--- config.mk ---
export PLATFORM = sky130hd
export DESIGN_NAME = fm_modulator_s
export DESIGN_NICKNAME = d
export VERILOG_FILES = /design/src/rtl/fm_modulator_s.sv
export SDC_FILE = /design/constraint.sdc
export NUM_CORES = 1
export LEC_CHECK = 0
export CAP_MARGIN = 20
export CORE_MARGIN = 5
export CORE_UTILIZATION = 45
export DETAILED_ROUTE_END_ITERATION = 8
export PLACE_DENSITY = 0.7
export SLEW_MARGIN = 20
export SYNTH_ARGS = -nofsm -noshare
export SYNTH_HDL_FRONTEND = slang
export SYNTH_SLANG_ARGS = --single-unit
--- constraint.sdc ---
create_clock -name ap_clk -period 7.2 [get_ports ap_clk]
set_input_delay 1.08 -clock ap_clk [delete_from_list [all_inputs] [get_ports ap_clk]]
set_output_delay 1.08 -clock ap_clk [all_outputs]
set_load 0.05 [all_outputs]
--- src/rtl/fm_modulator_s.sv ---
// rtl/fm_modulator_s.sv - FM modulator: scaled sample accumulated into a phase register, I/Q from a quarter-wave sine ROM.
// One call per ap_start; five-state one-hot FSM reads the ROM twice (sin, then cos) per call.
module fm_modulator_s #(
   parameter int          PHASE_W = 24,
   parameter int          LUT_AW  = 8,
   parameter logic [15:0] KF      = 16'h0800
) (
   input  logic              ap_clk,
   input  logic              ap_rst,
   input  logic              ap_start,
   output logic              ap_done,
   output logic              ap_idle,
   output logic              ap_ready,
   input  logic [15:0]       x_V,
   output logic [LUT_AW-1:0] sin_lut_V_address0,
   output logic              sin_lut_V_ce0,
   input  logic [15:0]       sin_lut_V_q0,
   output logic [15:0]       i_out_V,
   output logic [15:0]       q_out_V
);

   localparam int SH = 32 - PHASE_W;

   typedef enum logic [4:0] {
      S_IDLE = 5'b00001,
      S_INC  = 5'b00010,
      S_RD_S = 5'b00100,
      S_RD_C = 5'b01000,
      S_DONE = 5'b10000
   } state_t;

   state_t               state_q;
   logic [PHASE_W-1:0]   phase_q, phase_d;
   logic [15:0]          sin_mag_q;
   logic [15:0]          i_hold_q, q_hold_q;

   logic signed [31:0]   x_ext, kf_ext, prod;
   logic [1:0]           quad;
   logic [LUT_AW-1:0]    idx, sin_addr, cos_addr;
   logic                 sin_neg, cos_neg;
   logic [15:0]          sin_s, cos_s;

   // Q2.14 * Q2.14 -> Q4.28; the arithmetic shift keeps the phase increment signed.
   assign x_ext   = {{16{x_V[15]}}, x_V};
   assign kf_ext  = {{16{KF[15]}}, KF};
   assign prod    = x_ext * kf_ext;
   assign phase_d = phase_q + PHASE_W'(prod >>> SH);

   assign quad     = phase_q[PHASE_W-1 -: 2];
   assign idx      = phase_q[PHASE_W-3 -: LUT_AW];
   assign sin_addr = quad[0] ? ~idx : idx;
   assign cos_addr = quad[0] ? idx : ~idx;
   assign sin_neg  = quad[1];
   assign cos_neg  = quad[1] ^ quad[0];

   assign sin_s = sin_neg ? (~sin_mag_q + 16'd1) : sin_mag_q;
   assign cos_s = cos_neg ? (~sin_lut_V_q0 + 16'd1) : sin_lut_V_q0;

   assign sin_lut_V_ce0      = (state_q == S_RD_S) || (state_q == S_RD_C);
   assign sin_lut_V_address0 = (state_q == S_RD_C) ? cos_addr : sin_addr;

   assign ap_done  = (state_q == S_DONE);
   assign ap_ready = (state_q == S_DONE);
   assign ap_idle  = (state_q == S_IDLE) && !ap_start;

   assign i_out_V = (state_q == S_DONE) ? cos_s : i_hold_q;
   assign q_out_V = (state_q == S_DONE) ? sin_s : q_hold_q;

   always_ff @(posedge ap_clk) begin
      if (ap_rst) begin
         state_q   <= S_IDLE;
         phase_q   <= '0;
         sin_mag_q <= '0;
         i_hold_q  <= '0;
         q_hold_q  <= '0;
      end else begin
         case (state_q)
            S_IDLE: if (ap_start) state_q <= S_INC;
            S_INC: begin
               phase_q <= phase_d;
               state_q <= S_RD_S;
            end
            S_RD_S: state_q <= S_RD_C;
            S_RD_C: begin
               sin_mag_q <= sin_lut_V_q0;
               state_q   <= S_DONE;
            end
            S_DONE: begin
               i_hold_q <= cos_s;
               q_hold_q <= sin_s;
               state_q  <= S_IDLE;
            end
            default: state_q <= S_IDLE;
         endcase
      end
   end

endmodule

==> results of run 1 <==
-- critical path, delay by kind of cell --
kind | cells | cell delay (ps)
buffers and inverters | 2 | 1370
AND/OR/NAND/NOR | 2 | 860
AO/OA/AOI/OAI | 2 | 370
XOR/XNOR | 1 | 170
-- stage by stage --
| stage | hold WS [ps] | total power (uW) | utilization | instance area [sq um] | worst slack [ps] |
|---|---|---|---|---|---|
| global placement | 442 | 554 | 0.542 | 5230 | 2340 |
| CTS | 463 | 885 | 0.562 | 5420 | 2260 |
| finish | 457 | 877 | 0.562 | 5420 | 2270 |
| floorplan | 436 | 510 | - | 4370 | 2920 |
| global route | 484 | 917 | 0.562 | 5420 | 2040 |
| detailed placement | 451 | 557 | 0.542 | 5230 | 2260 |
-- cells in the mapped netlist, types with 4 or more instances --
library cell / count
nand2_1: 114
dfxtp_1: 74
a21oi_1: 56
nor2_1: 37
xnor2_1: 31
o21ai_0: 30
and2_1: 29
ha_1: 22
xor2_1: 22
clkbuf_1: 20
nand3_1: 14
inv_1: 10
nor3_1: 10
a31oi_1: 9
o21ai_1: 9
and3_1: 5
o31ai_1: 5
buf_1: 4
nor2b_1: 4
o21a_1: 4
-- logic make-up after synthesis --
kind of cell	after synthesis	synth area share
mux	3	0.00745
flops	74	0.339
fa+ha+maj	23	0.0676
buf+inv	37	0.0329
compound gates	139	0.193
simple gates	234	0.249
xor+xnor	54	0.110
-- registers in the layout, indices dropped and copies added, names as in the netlist --
| signal | cells |
|---|---|
| phase_q | 21 |
| i_hold_q | 16 |
| q_hold_q | 16 |
| sin_mag_q | 16 |
| state_q | 5 |
-- per-layer routing --
metal,vias to the layer above,share of wire,global-route usage
met2,112,0.48,0.337
met1,1911,0.46,0.249
met5,-,0,0
met4,0,0.017,0.0703
met3,15,0.044,0.0358
li1,2080,-,-
-- layout by cell type, fill, tap and decap left out, types with 3 or more instances in the layout --
| cell | netlist | layout |
|---|---|---|
| a21oi_1 | 56 | 56 |
| xor2_1 | 22 | 22 |
| and2_1 | 29 | 29 |
| nor3_1 | 10 | 10 |
| nand3_1 | 14 | 14 |
| o21a_1 | 4 | 4 |
| o21ai_0 | 30 | 30 |
| and3_1 | 5 | 5 |
| nor2b_1 | 4 | 4 |
| xnor2_1 | 31 | 31 |
| a31oi_1 | 9 | 9 |
| nor2_1 | 37 | 37 |
| inv_1 | 10 | 10 |
| nand2_1 | 114 | 114 |
| clkbuf_8 | 0 | 9 |
| o31ai_1 | 5 | 5 |
| ha_1 | 22 | 22 |
| dfxtp_1 | 74 | 74 |
| clkdlybuf4s50_1 | 0 | 78 |
| o21ai_1 | 9 | 9 |
| nor4_1 | 3 | 3 |
-- path summary, 6_finish.rpt --
kind / from / endpoint / slack (ps)
setup / recovery: sin_lut_V_q0[3] / i_out_V[14] / 2270
hold / removal: phase_q[11] / phase_q[11] / 460
setup reg to reg: phase_q[3] / phase_q[19] / 4600
hold reg to reg: phase_q[11] / phase_q[11] / 460
-- report_power, final --
group | switching [uW] | internal, uW | total [uW]
clock | 168 | 161 | 329
combinational | 73.2 | 55.5 | 129
sequential | 6.32 | 414 | 420
total | 247 | 630 | 877
-- area by class of cell --
class,instances,area [sq um]
Clock buffer,10,128
Clock inverter,6,67.6
Fill cell,956,4220
Inverter,11,41.3
Multi-Input combinational cell,453,2740
Sequential cell,74,1480
Tap cell,133,166
Timing Repair Buffer,80,796
==> impl_results.md, run 1 <==
* Outcome: finished clean
* First DRT Iteration DRCs at between 150 and 200
* Data arrival time of the worst path at between 3000 and 4000 ps
* # rows at 36
* Largest area contributor in the netlist: dfxtp_1
* Total CTS buffers at 9
* Req. time, crit path at 6120 ps
* Vias per cell at 5.37
* Crit Path Max Fanout at 7
* IO Pins at 79
* Leakage at 0.00202 uW
* DP HPWL at 8270 microns
* Die H at ~110 microns
* Initial Util at 0.453
* Syn Area/Cell at 7.74 sq um
* Pins over their slew limit at 0
* Per-cell routed wire length at approximately 15 microns
* Total number of vias at between 4000 and 5000
* DR DRC count at 0
* Number of global-route vias before repair at about 4000
* Unrepaired setup endpoints after global routing: no
* Fin nets at a little under 700
* Most Frequent Cell on Critical Path: clkdlybuf4s50_1
* Worst setup SP type: primary input
* Yosys top cell area share at 0.339
* CTS tree: yes
* Hold buffers post-CTS at 0
* Gpl congestion at approximately 0.88
* FFs w/ async S/R, synth at 0
* Post-synthesis to final-layout area growth at 24.2%
* Setup total negative slack at 0 ps
* Fmax at a little over 0.2 GHz
* CP Class: primary input to output port
* Final-report hold violation count at 0
* Worst-skew pair later-pin latency at 350 ps
* Post-synth EDFFs at 0
* Die Area at 11800 sq um
* Max cap viols at 0
* CP Cell Sequence: clkdlybuf4s50_1, or4_1, nor3_2, a31oi_1, xnor2_1, o21ai_0, clkdlybuf4s50_1
* Initial antenna violation count at 0
* GRT overflow at 0
* Relative slew slack at 0.369
* Most used flip-flop cell after synthesis: dfxtp_1
* Core area at between 9000 and 10000 sq um
* Remaining antenna violation count after routing at 0
* H-tree lvl count at 3
* Clk slew on worst S/H paths at ~80 ps
* N_diodes at 0
* CP Capture Type: output port
* Placed Cells incl. Taps at 751
* Drt pass-1 iters at 6
* Routed WL at about 11000 microns
* Largest net degree at the start of global routing at between 50 and 60
* Worst path slowest cell: clkdlybuf4s50_1
* CP max stage delay at 850 ps
* First-pass GRT wire length at 18700 microns
* CTS root buf: clkbuf_8
* Unique masters post-synth at 58
* Clock skew at 9.21 ps
* Syn Inst Count at between 500 and 600
* Top cells by area, synth: dfxtp_1 34%, nand2_1 9.8%, a21oi_1 6.4%
* Register area share after synthesis at 0.339
* Synth Register Bits at 74
* Hold Crit Depth at 2
* DIE WIDTH at around 110 microns
* Power Density at approximately 160 nW/um^2
* Clock Path Buffers at 2
* IO buf count at a little under 80
* Post-synth net total at around 620
* Reg2Reg Depth at 9
* Least-Margin Pin Slew at between 900 and 1000 ps
* Total track usage at 0.197
* Post-Layout Cell Count at 767
* Setup violations, final at 0
* Resized Gates After CTS at 0
* Worst hold path type: register to register
* Synth Warn # at 0
* Post-synthesis cell area at 4370 sq um
* Tmin final at around 5000 ps
* Layout cells sized above 1 at 0.0457
* Post-CTS Setup Inserts at 0
* Worst vdd ir at between 0.07 and 0.08 mV
* Period utilization at 0.684
* Sinks on Clock Net at 74
Power figures use the tool's default switching activity.
==> inputs of run 2 (changes only) <==
Settings changed: PLACE_DENSITY 0.7 to 0.73.
Clock period 7.2 ns to 4.29 ns, I/O delays scaled along.
==> run 2 against run 1 <==
  * Setup slack lost 1900 ps
  * Via count grew 0.19%
  * Sequential share of layout area shrank 0.43 points
==> impl_results.md, run 2 (synthesis gave the netlist of run 1 again) <==
* Worst-skew pair later-pin latency at 360 ps (about the same)
* Hold buffers post-CTS at 0 (unchanged)
* IO Pins at 79 (unchanged)
* Final worst slack at 392 ps (-1880 ps)
* Leakage at 0.00212 uW (+4.7%)
* Pins over their slew limit at 0 (unchanged)
* Total track usage at 0.195 (-0.00240)
* Net switching power of the design at 411 uW (+66%)
* Die Area at 11800 sq um (unchanged)
* Worst hold path type: register to register
* Largest net degree at the start of global routing at 53 (unchanged)
* Clock Path Buffers at 2 (unchanged)
* Layout cells sized above 1 at 0.0752 (+0.0295)
* Outcome: finished clean
* IO buf count at 78 (unchanged)
* Initial antenna violation count at 0 (unchanged)
* Power Density at 299 nW/um^2 (+85%)
* Fmax at between 0.2 and 0.3 GHz
* Per-cell routed wire length at 14.5 microns (-2.0%)
* Vias per cell at 5.35 (-0.33%)
* Drt pass-1 iters at 5 (-1)
* CTS tree: yes
* CP Class: primary input to output port
* Clock power frac at 0.440 (+0.065)
* Unrepaired setup endpoints after global routing: no
* Final-report hold violation count at 0 (unchanged)
* Die H at 109 microns (unchanged)
* Post-synthesis to final-layout area growth at 26.2%
* Total number of vias at 4126 (+0.19%)
* # rows at 36 (unchanged)
* Sinks on Clock Net at 74 (unchanged)
* DR DRC count at 0 (unchanged)
* Setup Slack @ Placement at 414 ps (-1850 ps)
* CTS root buf: clkbuf_8
* Clk slew on worst S/H paths at 80 ps (about the same)
* Most flops, register: phase_q
* Period utilization at 0.909
* Number of global-route vias before repair at 3932 (-2.1%)
* Max cap viols at 0 (unchanged)
* Origin of the critical flop-to-flop path: phase_q[3]
* Fin nets at 691 (+0.58%)
* DIE WIDTH at 109 microns (unchanged)
* DP HPWL at 8320 microns (+0.57%)
* Worst setup SP type: primary input
* First-pass GRT wire length at 18500 microns (-1.1%)
* # fillers at 911 (-4.7%)
* Worst vdd ir at 0.155 mV (+100%)
* Core area at 9640 sq um (unchanged)
* Setup total negative slack at 0 ps (unchanged)
* Least-Margin Pin Slew at 791 ps (-149 ps)
* Data arrival time of the worst path at 3250 ps (-600 ps)
* Core Util, Final at 0.572 (+0.00909)
* Combinational group share of total power at 0.135 (-0.012)
* Tmin final at around 4000 ps
* Setup violations, final at 0 (unchanged)
* CP Capture Type: output port
* Relative slew slack at 0.473 (+0.104)
* Clock skew at 8.44 ps (-0.768 ps)
* Setup crit end: i_out_V[11]
* H-tree lvl count at 3 (unchanged)
* Routed WL at 11100 microns (-1.5%)
* Resized Gates After CTS at 0 (unchanged)
* Post-CTS Setup Inserts at 0 (unchanged)
* First DRT Iteration DRCs at 189 (+7.4%)
* Crit Reg-Reg Endpoint: phase_q[19]
* Initial Util at 0.453 (unchanged)
* Largest register FFs at 21 (unchanged)
* Most common cell after layout, fill and taps aside: nand2_1
* Remaining antenna violation count after routing at 0 (unchanged)
* Gpl congestion at 0.896 (+1.4%)
* Internal Power at 1240 uW (+97%)
* Most frequent cells in the layout: 114 x nand2_1, 74 x dfxtp_1, 63 x clkdlybuf4s50_1
* Total CTS buffers at 9 (unchanged)
* Crit Path Max Fanout at 7 (unchanged)
* Reg power frac at 0.425 (-0.054)
* Flop2flop setup slack at 1700 ps (-2900 ps)
* Req. time, crit path at 3650 ps (-2470 ps)
* N_diodes at 0 (unchanged)
* Worst Setup SP: sin_lut_V_q0[3]
* GRT overflow at 0 (unchanged)
* Sw Share at 0.249 (-0.0327)
* Reg2Reg Depth at 9 (unchanged)
## run 2: changes by cell type in the layout (fill, tap and decap cells not counted)
cell             delta
buf_12              +2
buf_4              +17
bufinv_16           +3
clkdlybuf4s50_1    -15
clkinv_2            -1
clkinv_4            -1
clkinvlp_4          -2
inv_6               +1
## run 2: worst min path at each step
stage	slack [ps]	to	from	cells past startpoint
after global placement	440	phase_q[12]	phase_q[12]	2
after global routing	500	i_hold_q[5]	i_hold_q[5]	2
after detailed placement	450	phase_q[7]	phase_q[7]	2
final	460	phase_q[7]	phase_q[7]	2
after floorplan	440	phase_q[10]	phase_q[10]	2
after CTS	460	phase_q[7]	phase_q[7]	2
## run 2: area by class of cell
| type | count | area (sq um) | share of cell area |
|---|---|---|---|
| multi-input cells | 453 | 2740 | 0.498 |
| flip-flops and latches | 74 | 1480 | 0.269 |
| repair buffers | 84 | 813 | 0.148 |
| well taps | 133 | 166 | 0.0302 |
| clock inverters | 6 | 138 | 0.0250 |
| clock buffers | 10 | 128 | 0.0232 |
| inverters | 11 | 41.3 | 0.00749 |
## run 2: worst max-delay path, cell delays in order
cell and delay, ps:
clkdlybuf4s50_1 530, or4_1 600, nor2_1 110, a31oi_1 150, xnor2_1 170, o21ai_0 210, clkdlybuf4s50_1 840
## run 2: power groups by stage
stage               Combinational (uW)  Sequential (uW)  Clock, uW
CTS                                221              701        741
global placement                   214              717          0
floorplan                          140              716          0
global route                       243              703        772
detailed placement                 220              718          0
finish                             222              701        726
## run 2: metal layers
layer | global-route usage | wire, microns | vias to the layer above
met5 | 0 | 0 | -
li1 | - | - | 2073
met3 | 0.0328 | 665 | 19
met1 | 0.247 | 4990 | 1896
met4 | 0.0775 | 208 | 0
met2 | 0.329 | 5280 | 138
## run 2: stage by stage
step / instances / area, sq um / hold slack (ps) / power [uW]
5_1_grt: 771 / 5510 / 495 / 1720
6_report: 771 / 5510 / 457 / 1650
3_3_place_gp: 755 / 5240 / 443 / 931
4_1_cts: 771 / 5510 / 460 / 1660
3_5_place_dp: 755 / 5240 / 448 / 937
2_1_floorplan: 564 / 4370 / 436 / 856
==> inputs of run 3 (changes only) <==
Settings changed: PLACE_DENSITY 0.73 to 0.69.
==> run 3 against run 2 <==
  * Sequential share of layout area rose by 0.30 points
  * Fmax up 0.20%
  * Combinational power hardly changed
  * Hold slack better by 2.7 ps
  * Count of clock-buffer cells in the layout stayed put
  * Final cell count decreased by 0.13%
  * Critical path type unchanged
  * Routed wire length rose by 0.27%
  * Core utilization shrank 0.62 points
  * Critical path depth unchanged
  * Final area decreased by 1.1%
  * Clock skew is 7.3 ps higher
  * Flip-flop and latch count is the same
==> impl_results.md, run 3 (synthesis gave the netlist of run 1 again) <==
* Outcome: finished clean
* Period utilization at 0.907 (-0.00179)
* Least-Margin Pin Slew at 919 ps (+128 ps)
* Sinks on Clock Net at 74 (unchanged)
* Per-cell routed wire length at 14.5 microns (+0.40%)
* GRT overflow at 0 (unchanged)
* Remaining antenna violation count after routing at 0 (unchanged)
* Worst hold path type: register to register
* Most Frequent Cell on Critical Path: clkdlybuf4s50_1
* Clock power frac at 0.410 (-0.030)
* Gpl congestion at 0.856 (-4.5%)
* CP max stage delay at 840 ps (about the same)
* Sequential cell area at 1480 sq um (unchanged)
* Worst-skew pair later-pin latency at 360 ps (about the same)
* Combinational group share of total power at 0.141 (+0.006)
* Core Util, Final at 0.565 (-0.00623)
* Post-CTS Setup Inserts at 0 (unchanged)
* Resized Gates After CTS at 0 (unchanged)
* Crit-path leading delay family: buffers and inverters
* CP Cell Sequence: clkdlybuf4s50_1, or4_1, nor2_1, a31oi_1, xnor2_1, o21ai_0, clkdlybuf4s50_1
* Worst vdd ir at 0.166 mV (+7.2%)
* Sw Share at 0.271 (+0.0213)
* N_diodes at 0 (unchanged)
* Reg power frac at 0.449 (+0.024)
* CP Capture Type: output port
* Power Density at 287 nW/um^2 (-4.2%)
* Flop2flop setup slack at 1680 ps (-20 ps)
* Layout cells sized above 1 at 0.0722 (-0.00302)
* IO Pins at 79 (unchanged)
* Routed WL at 11200 microns (+0.27%)
* H-tree lvl count at 3 (unchanged)
* Worst path slowest cell: clkdlybuf4s50_1
* Tmin final at 3890 ps (-7.66 ps)
* First DRT Iteration DRCs at 161 (-15%)
* # rows at 36 (unchanged)
* Hold Slack at 460 ps (+2.72 ps)
* Fmax at 0.257 GHz (+0.20%)
* # fillers at 957 (+5.0%)
* Most common cell after layout, fill and taps aside: nand2_1
* Data arrival time of the worst path at 3250 ps (about the same)
* Die H at 109 microns (unchanged)
* Final-report hold violation count at 0 (unchanged)
* IO buf count at 78 (unchanged)
* Net switching power of the design at 423 uW (+2.8%)
* Clk slew on worst S/H paths at 80 ps (about the same)
* Total number of vias at 4120 (-0.15%)
* DIE WIDTH at 109 microns (unchanged)
* Relative slew slack at 0.383 (-0.0898)
* Die Area at 11800 sq um (unchanged)
* Pins over their slew limit at 0 (unchanged)
* Setup total negative slack at 0 ps (unchanged)
* CP Class: primary input to output port
* Internal Power at 1140 uW (-8.0%)
* Fin nets at 690 (-0.14%)
* Max cap viols at 0 (unchanged)
* Number of global-route vias before repair at 4079 (+3.7%)
* Req. time, crit path at 3650 ps (about the same)
* Clock skew at 15.8 ps (+7.33 ps)
* CTS tree: yes
* CTS root buf: clkbuf_8
* Initial antenna violation count at 0 (unchanged)
* Clock Path Buffers at 2 (unchanged)
* Post-synthesis to final-layout area growth at 24.8%
* CP Buf/Inv Count at 2 (unchanged)
* Initial Util at 0.453 (unchanged)
* Leakage at 0.00209 uW (-1.3%)
* DP HPWL at 8250 microns (-0.83%)
* Largest net degree at the start of global routing at 53 (unchanged)
* Vias per cell at 5.35 (about the same)
* Crit Path Max Fanout at 7 (unchanged)
* Hold buffers post-CTS at 0 (unchanged)
* Total track usage at 0.196 (+0.00105)
* Most frequent cells in the layout: 114 x nand2_1, 74 x dfxtp_1, 65 x clkdlybuf4s50_1
* Worst setup SP type: primary input
* Largest register FFs at 21 (unchanged)
* Setup violations, final at 0 (unchanged)
* Multi-input logic area at 2740 sq um (unchanged)
* DR DRC count at 0 (unchanged)
* First-pass GRT wire length at 18700 microns (+1.3%)
* Core area at 9640 sq um (unchanged)
* Unrepaired setup endpoints after global routing: no
* Drt pass-1 iters at 4 (-1)
* Most flops, register: phase_q
* Total CTS buffers at 9 (unchanged)
[run 3: changes by cell type in the layout (fill, tap and decap cells not counted)]
cell,before,now
clkbuf_1,1,0
buf_4,19,18
clkdlybuf4s50_1,63,65
buf_12,2,0
clkbuf_8,9,10
bufinv_16,4,2
inv_6,1,3
[run 3: final timing paths]
check	start	end	depth (start not counted)
setup reg to reg	phase_q[3]	phase_q[19]	9
hold / removal	phase_q[7]	phase_q[7]	2
setup / recovery	sin_lut_V_q0[3]	i_out_V[11]	7
hold reg to reg	phase_q[7]	phase_q[7]	2
[run 3: final cells by class]
cell class / count / area share
inverter: 11 / 0.00758
clock inverter: 6 / 0.0175
multi-input combinational: 453 / 0.503
sequential: 74 / 0.272
clock buffer: 10 / 0.0253
tap: 133 / 0.0305
timing repair buffer: 83 / 0.144
[run 3: through the flow]
stage | cells | power [uW] | worst slack, ps | cell area, sq um
3_3_place_gp | 754 | 932 | 421 | 5220
5_1_grt | 770 | 1630 | 223 | 5450
6_report | 770 | 1560 | 400 | 5450
3_5_place_dp | 754 | 935 | 409 | 5220
2_1_floorplan | 564 | 856 | 885 | 4370
4_1_cts | 770 | 1580 | 398 | 5450
[run 3: power groups by stage]
| stage | sequential [uW] | clock, uW | combinational (uW) |
|---|---|---|---|
| floorplan | 716 | 0 | 140 |
| global placement | 717 | 0 | 215 |
| detailed placement | 718 | 0 | 218 |
| CTS | 701 | 656 | 220 |
| global route | 703 | 685 | 242 |
| finish | 701 | 641 | 220 |
[run 3: tightest hold or removal path, cell delays in order, from the launching register on]
cell     delay (ps)
dfxtp_1         320
nand2_1          50
a21oi_1          50
[run 3: routing by layer]
layer  global-route usage  part of all wire  vias to the layer above
li1                     -                 -                     2080
met1                0.246              0.46                     1921
met2                0.331              0.47                      100
met3               0.0406             0.048                       19
met4               0.0730             0.018                        0
met5                    0                 0                        -
